## config.mk

```make
export PLATFORM = sky130hd
export DESIGN_NAME = rf_cmd_seq
export DESIGN_NICKNAME = d
export VERILOG_FILES = /design/src/rtl/rf_seq_pkg.sv /design/src/rtl/rf_cmd_seq.sv
export SDC_FILE = /design/constraint.sdc
export NUM_CORES = 1
export LEC_CHECK = 0
export ABC_AREA = 1
export BUFFER_PORTS_ARGS = -buffer_cell sky130_fd_sc_hd__buf_2
export CAP_MARGIN = 5
export CORE_UTILIZATION = 50
export CTS_CLUSTER_DIAMETER = 40
export DETAILED_ROUTE_END_ITERATION = 12
export PLACE_DENSITY = 0.83
export SYNTH_ARGS = -nofsm -noshare
export SYNTH_HDL_FRONTEND = slang
export SYNTH_SLANG_ARGS = --single-unit
```

## constraint.sdc

```tcl
create_clock -name CLK -period 3.3 [get_ports CLK]
set_input_delay 0.66 -clock CLK [delete_from_list [all_inputs] [get_ports CLK]]
set_output_delay 0.66 -clock CLK [all_outputs]
set_load 0.1 [all_outputs]
```

## src/rtl/rf_seq_pkg.sv

```systemverilog
// Shared types for the register-file command sequencer: command opcodes,
// FSM states and default port widths.
package rf_seq_pkg;

  localparam int DATA_W_DEF = 8;
  localparam int ADDR_W_DEF = 2;

  typedef enum logic [1:0] {
    OP_NOP   = 2'b00,
    OP_WRITE = 2'b01,
    OP_READ  = 2'b10,
    OP_COPY  = 2'b11
  } op_t;

  typedef enum logic [1:0] {
    S_IDLE,
    S_WR,
    S_RD,
    S_RSP
  } state_t;

endpackage

```

## src/rtl/rf_cmd_seq.sv

```systemverilog
// Initiator for the register-file port: runs WRITE/READ/COPY commands and
// returns read data over a valid/ready response channel.
module rf_cmd_seq
  import rf_seq_pkg::*;
#(
  parameter int DATA_W   = DATA_W_DEF,
  parameter int ADDR_W   = ADDR_W_DEF,
  parameter int READ_LAT = 1
) (
  input  logic              CLK,
  input  logic              RST,
  input  logic              CMD_VALID,
  output logic              CMD_READY,
  input  logic [1:0]        CMD_OP,
  input  logic [ADDR_W-1:0] CMD_ADDR,
  input  logic [ADDR_W-1:0] CMD_SRC,
  input  logic [DATA_W-1:0] CMD_DATA,
  output logic              RSP_VALID,
  input  logic              RSP_READY,
  output logic [DATA_W-1:0] RSP_DATA,
  output logic              RF_EN,
  output logic [ADDR_W-1:0] RF_ADDR,
  output logic [DATA_W-1:0] RF_IN,
  input  logic [DATA_W-1:0] RF_OUT,
  output logic              BUSY
);

  localparam int CNT_W = (READ_LAT > 1) ? $clog2(READ_LAT) : 1;
  localparam logic [CNT_W-1:0] CNT_LAST = CNT_W'(READ_LAT - 1);

  state_t            state_q, state_d;
  op_t               op_q, op_d;
  logic [ADDR_W-1:0] dst_q, dst_d;
  logic [ADDR_W-1:0] rda_q, rda_d;
  logic [DATA_W-1:0] data_q, data_d;
  logic [CNT_W-1:0]  cnt_q, cnt_d;

  always_ff @(posedge CLK or negedge RST) begin
    if (!RST) begin
      state_q <= S_IDLE;
      op_q    <= OP_NOP;
      dst_q   <= '0;
      rda_q   <= '0;
      data_q  <= '0;
      cnt_q   <= '0;
    end else begin
      state_q <= state_d;
      op_q    <= op_d;
      dst_q   <= dst_d;
      rda_q   <= rda_d;
      data_q  <= data_d;
      cnt_q   <= cnt_d;
    end
  end

  always_comb begin
    state_d = state_q;
    op_d    = op_q;
    dst_d   = dst_q;
    rda_d   = rda_q;
    data_d  = data_q;
    cnt_d   = cnt_q;
    unique case (state_q)
      S_IDLE: begin
        if (CMD_VALID) begin
          op_d   = op_t'(CMD_OP);
          dst_d  = CMD_ADDR;
          rda_d  = (op_t'(CMD_OP) == OP_COPY) ? CMD_SRC : CMD_ADDR;
          data_d = CMD_DATA;
          cnt_d  = '0;
          unique case (op_t'(CMD_OP))
            OP_WRITE:         state_d = S_WR;
            OP_READ, OP_COPY: state_d = S_RD;
            default:          state_d = S_IDLE;
          endcase
        end
      end
      S_RD: begin
        // RF_OUT is taken on the edge that closes the last latency cycle.
        if (cnt_q == CNT_LAST) begin
          data_d  = RF_OUT;
          cnt_d   = '0;
          state_d = (op_q == OP_COPY) ? S_WR : S_RSP;
        end else begin
          cnt_d = cnt_q + CNT_W'(1);
        end
      end
      S_WR:  state_d = S_IDLE;
      S_RSP: if (RSP_READY) state_d = S_IDLE;
      default: state_d = S_IDLE;
    endcase
  end

  // Port outputs depend only on registered state; RST gates CMD_READY low.
  always_comb begin
    CMD_READY = 1'b0;
    RSP_VALID = 1'b0;
    RSP_DATA  = '0;
    RF_EN     = 1'b0;
    RF_ADDR   = '0;
    RF_IN     = '0;
    BUSY      = (state_q != S_IDLE);
    unique case (state_q)
      S_IDLE: CMD_READY = RST;
      S_WR: begin
        RF_EN   = 1'b1;
        RF_ADDR = dst_q;
        RF_IN   = data_q;
      end
      S_RD:  RF_ADDR = rda_q;
      S_RSP: begin
        RSP_VALID = 1'b1;
        RSP_DATA  = data_q;
      end
      default: ;
    endcase
  end

endmodule
```

==> flow_summary.json <==
{
  "status": "complete, no violations",
  "maxCapViolations": 0,
  "postSynthCellCount": 165,
  "dr.pass1.iters": 4,
  "reg2reg_depth": 7,
  "cts_setup_buffers": 0,
  "clock_latency_ns": 0.29,
  "yosys-top-cells-count": "69 x nand2_1, 36 x inv_1, 16 x dfrtp_1, 9 x nand3_1, 8 x o21ai_0",
  "synth_area_per_cell_um2": 6.68,
  "gp_congestion": 0.779,
  "pwr_density_cell_nw_per_um2": 1030,
  "portBuffers": 47,
  "post-place-ws_ns": 1.02,
  "yosysTopAreaCell": "dfrtp_1",
  "met2_length_um": 1380,
  "grt_use_total": 0.248,
  "synthArstFlopShare": 1.00,
  "synth.most_common_cell": "nand2_1",
  "endpoint_kind": "primary output",
  "cp_max_fo": 11,
  "design_area_um2": 1390,
  "htree_levels": 1,
  "wirelength_um": 2580,
  "synth_top_area_share": 0.363,
  "slew_viol_final": 0,
  "dr.first_iter.drc_count": 21,
  "placed_area_um2": 1350,
  "worstReg2RegStart": "state_q[0]$_DFFE_PN0P_",
  "p_total_uw": 1430,
  "synth_edf_count": 0,
  "die_w_um": 49.0,
  "avgRoutedWirePerCell_um": 10.8,
  "finalWorstSetupSlack_ns": 0.703,
  "cts_root_buf": "clkbuf_4",
  "netlist_area_um2": 1100,
  "core_area_um2": 2020,
  "worstReg2RegEnd": "data_q[5]$_DFFE_PN0P_",
  "grt_pass1_vias": 1126,
  "yosysUniqueCellTypes": 17,
  "synthTopCellsByArea": "dfrtp_1 36%, nand2_1 23%, inv_1 12%",
  "grt_max_degree": 20,
  "start_util": 0.545,
  "cts_max_path_buffers": 2,
  "ctsResizeCount": 0,
  "criticalPathCategory": "flip-flop to primary output",
  "synth_ff_type": "dfrtp_1",
  "top_layer_used": "met4",
  "synth-seq-area-share": 0.363,
  "cp-start-kind": "flip-flop",
  "die_y_um": 49.0,
  "fp-row-count": 16,
  "antenna_cells": 0,
  "drive_gt1_frac": 0.316,
  "routed-via-count": 1121,
  "cts_hold_buf": 0,
  "place_hpwl_um": 2020,
  "io_pins": 48,
  "finalSetupTns_ns": 0,
  "finalHoldViolCount": 0,
  "yosysWarningCount": 0,
  "slowest_delay_ns": 0.43,
  "fin_skew_ns": 0.00527,
  "slew-limit-headroom": 0.672,
  "nNetsFinal": 244,
  "cts_tree": "yes",
  "met1_length_um": 1080,
  "critPathRequiredTime_ns": 2.64,
  "leakage_uw": 0.000968,
  "antenna_found_initial": 0,
  "overflow": 0,
  "reg2reg_slack_ns": 1.82,
  "ys_seq_elements": 16,
  "rsz0062_at_grt": "no",
  "cp.arrival_ns": 1.94,
  "antenna_left": 0,
  "via_per_inst": 4.69,
  "area_growth_pct": 26.1,
  "path_cells": "inv_1 -> ha_1 -> nand2_1 -> a21oi_2 -> buf_2",
  "setup_violations": 0,
  "path_clk_slew_ns": 0.10,
  "drc": 0,
  "period_share": 0.787,
  "hp-class": "input pin to asynchronous set/reset pin",
  "worst_slew_pin_slew_ns": 0.496,
  "syn-num-nets": 196,
  "grt_pass1_wl_um": 4690,
  "clock_sinks": 16,
  "die-area_um2": 2400,
  "period_needed_ns": 2.60,
  "fmax_mhz": 385,
  "ir_drop_uv": 826,
  "numCtsBuffers": 3,
  "slowest_stage": "dfrtp_1",
  "wl_met3_um": 111
}
-- cells by family after synthesis --
family | after synthesis | share of synthesized area
DFF | 16 | 0.363
and+or+nand+nor | 87 | 0.339
adders and majority gates | 5 | 0.0568
buffers and inverters | 42 | 0.156
AOI/OAI and AO/OA | 15 | 0.0851
-- cell usage in the layout, fill, tap and decap left out --
| cell | n |
|---|---|
| nor2_1 | 2 |
| buf_2 | 47 |
| ha_1 | 5 |
| nand2_4 | 3 |
| nand3_1 | 9 |
| clkbuf_4 | 3 |
| o21ai_2 | 5 |
| nand2_2 | 3 |
| dfrtp_1 | 16 |
| nand2_1 | 69 |
| a21oi_2 | 2 |
| o21ai_0 | 8 |
| buf_4 | 1 |
| inv_2 | 1 |
| clkbuf_8 | 1 |
| nand3_2 | 1 |
| inv_1 | 36 |
-- how the worst max path moves through the flow --
stage | from | endpoint | slack, ns | depth (start not counted)
floorplan | state_q[1]$_DFFE_PN0P_ | RF_ADDR[1] | 0.01 | 5
global route | state_q[1]$_DFFE_PN0P_ | RF_ADDR[0] | 0.59 | 5
CTS | state_q[1]$_DFFE_PN0P_ | RF_ADDR[1] | 0.69 | 5
global placement | RST | CMD_READY | 1.08 | 4
detailed placement | state_q[1]$_DFFE_PN0P_ | RF_ADDR[1] | 1.02 | 5
finish | state_q[1]$_DFFE_PN0P_ | RF_ADDR[1] | 0.70 | 5
-- metal layers --
layer,global-route usage,vias to the layer above
met1,0.279,511
li1,-,574
met4,0.0637,0
met5,0,-
met3,0.0343,4
met2,0.481,32
-- critical path, delay by kind of cell, from the launching register on --
family / cells / cell delay (ns)
buffers and inverters: 2 / 0.55
flip-flops: 1 / 0.43
adder cells (fa/ha/maj): 1 / 0.41
AO/OA/AOI/OAI: 1 / 0.14
AND/OR/NAND/NOR: 1 / 0.12
-- through the flow --
step | hold WS, ns | utilization | cells
2_1_floorplan | 0.364 | - | 165
3_3_place_gp | 0.466 | 0.670 | 235
3_5_place_dp | 0.470 | 0.670 | 235
4_1_cts | 0.285 | 0.688 | 239
5_1_grt | 0.280 | 0.688 | 239
6_report | 0.270 | 0.688 | 239
-- flip-flops by register name, summed over array words and instances, names as in the netlist --
register  count
state_q       2
dst_q         2
rda_q         2
data_q        8
op_q          2
-- power by group --
part	internal, uW	total [uW]	switching (uW)
logic	204	933	730
clock network	67.2	132	64.5
registers	290	361	70.5
total	561	1430	865
-- final cells by class --
class / instances / area (um^2)
clock buffer: 4 / 36.3
fill: 184 / 632
inverter: 37 / 139
multi-input combinational: 107 / 538
sequential: 16 / 400
tap: 27 / 33.8
timing repair buffer: 48 / 243
No activity file was read; power rests on OpenSTA's default activity.
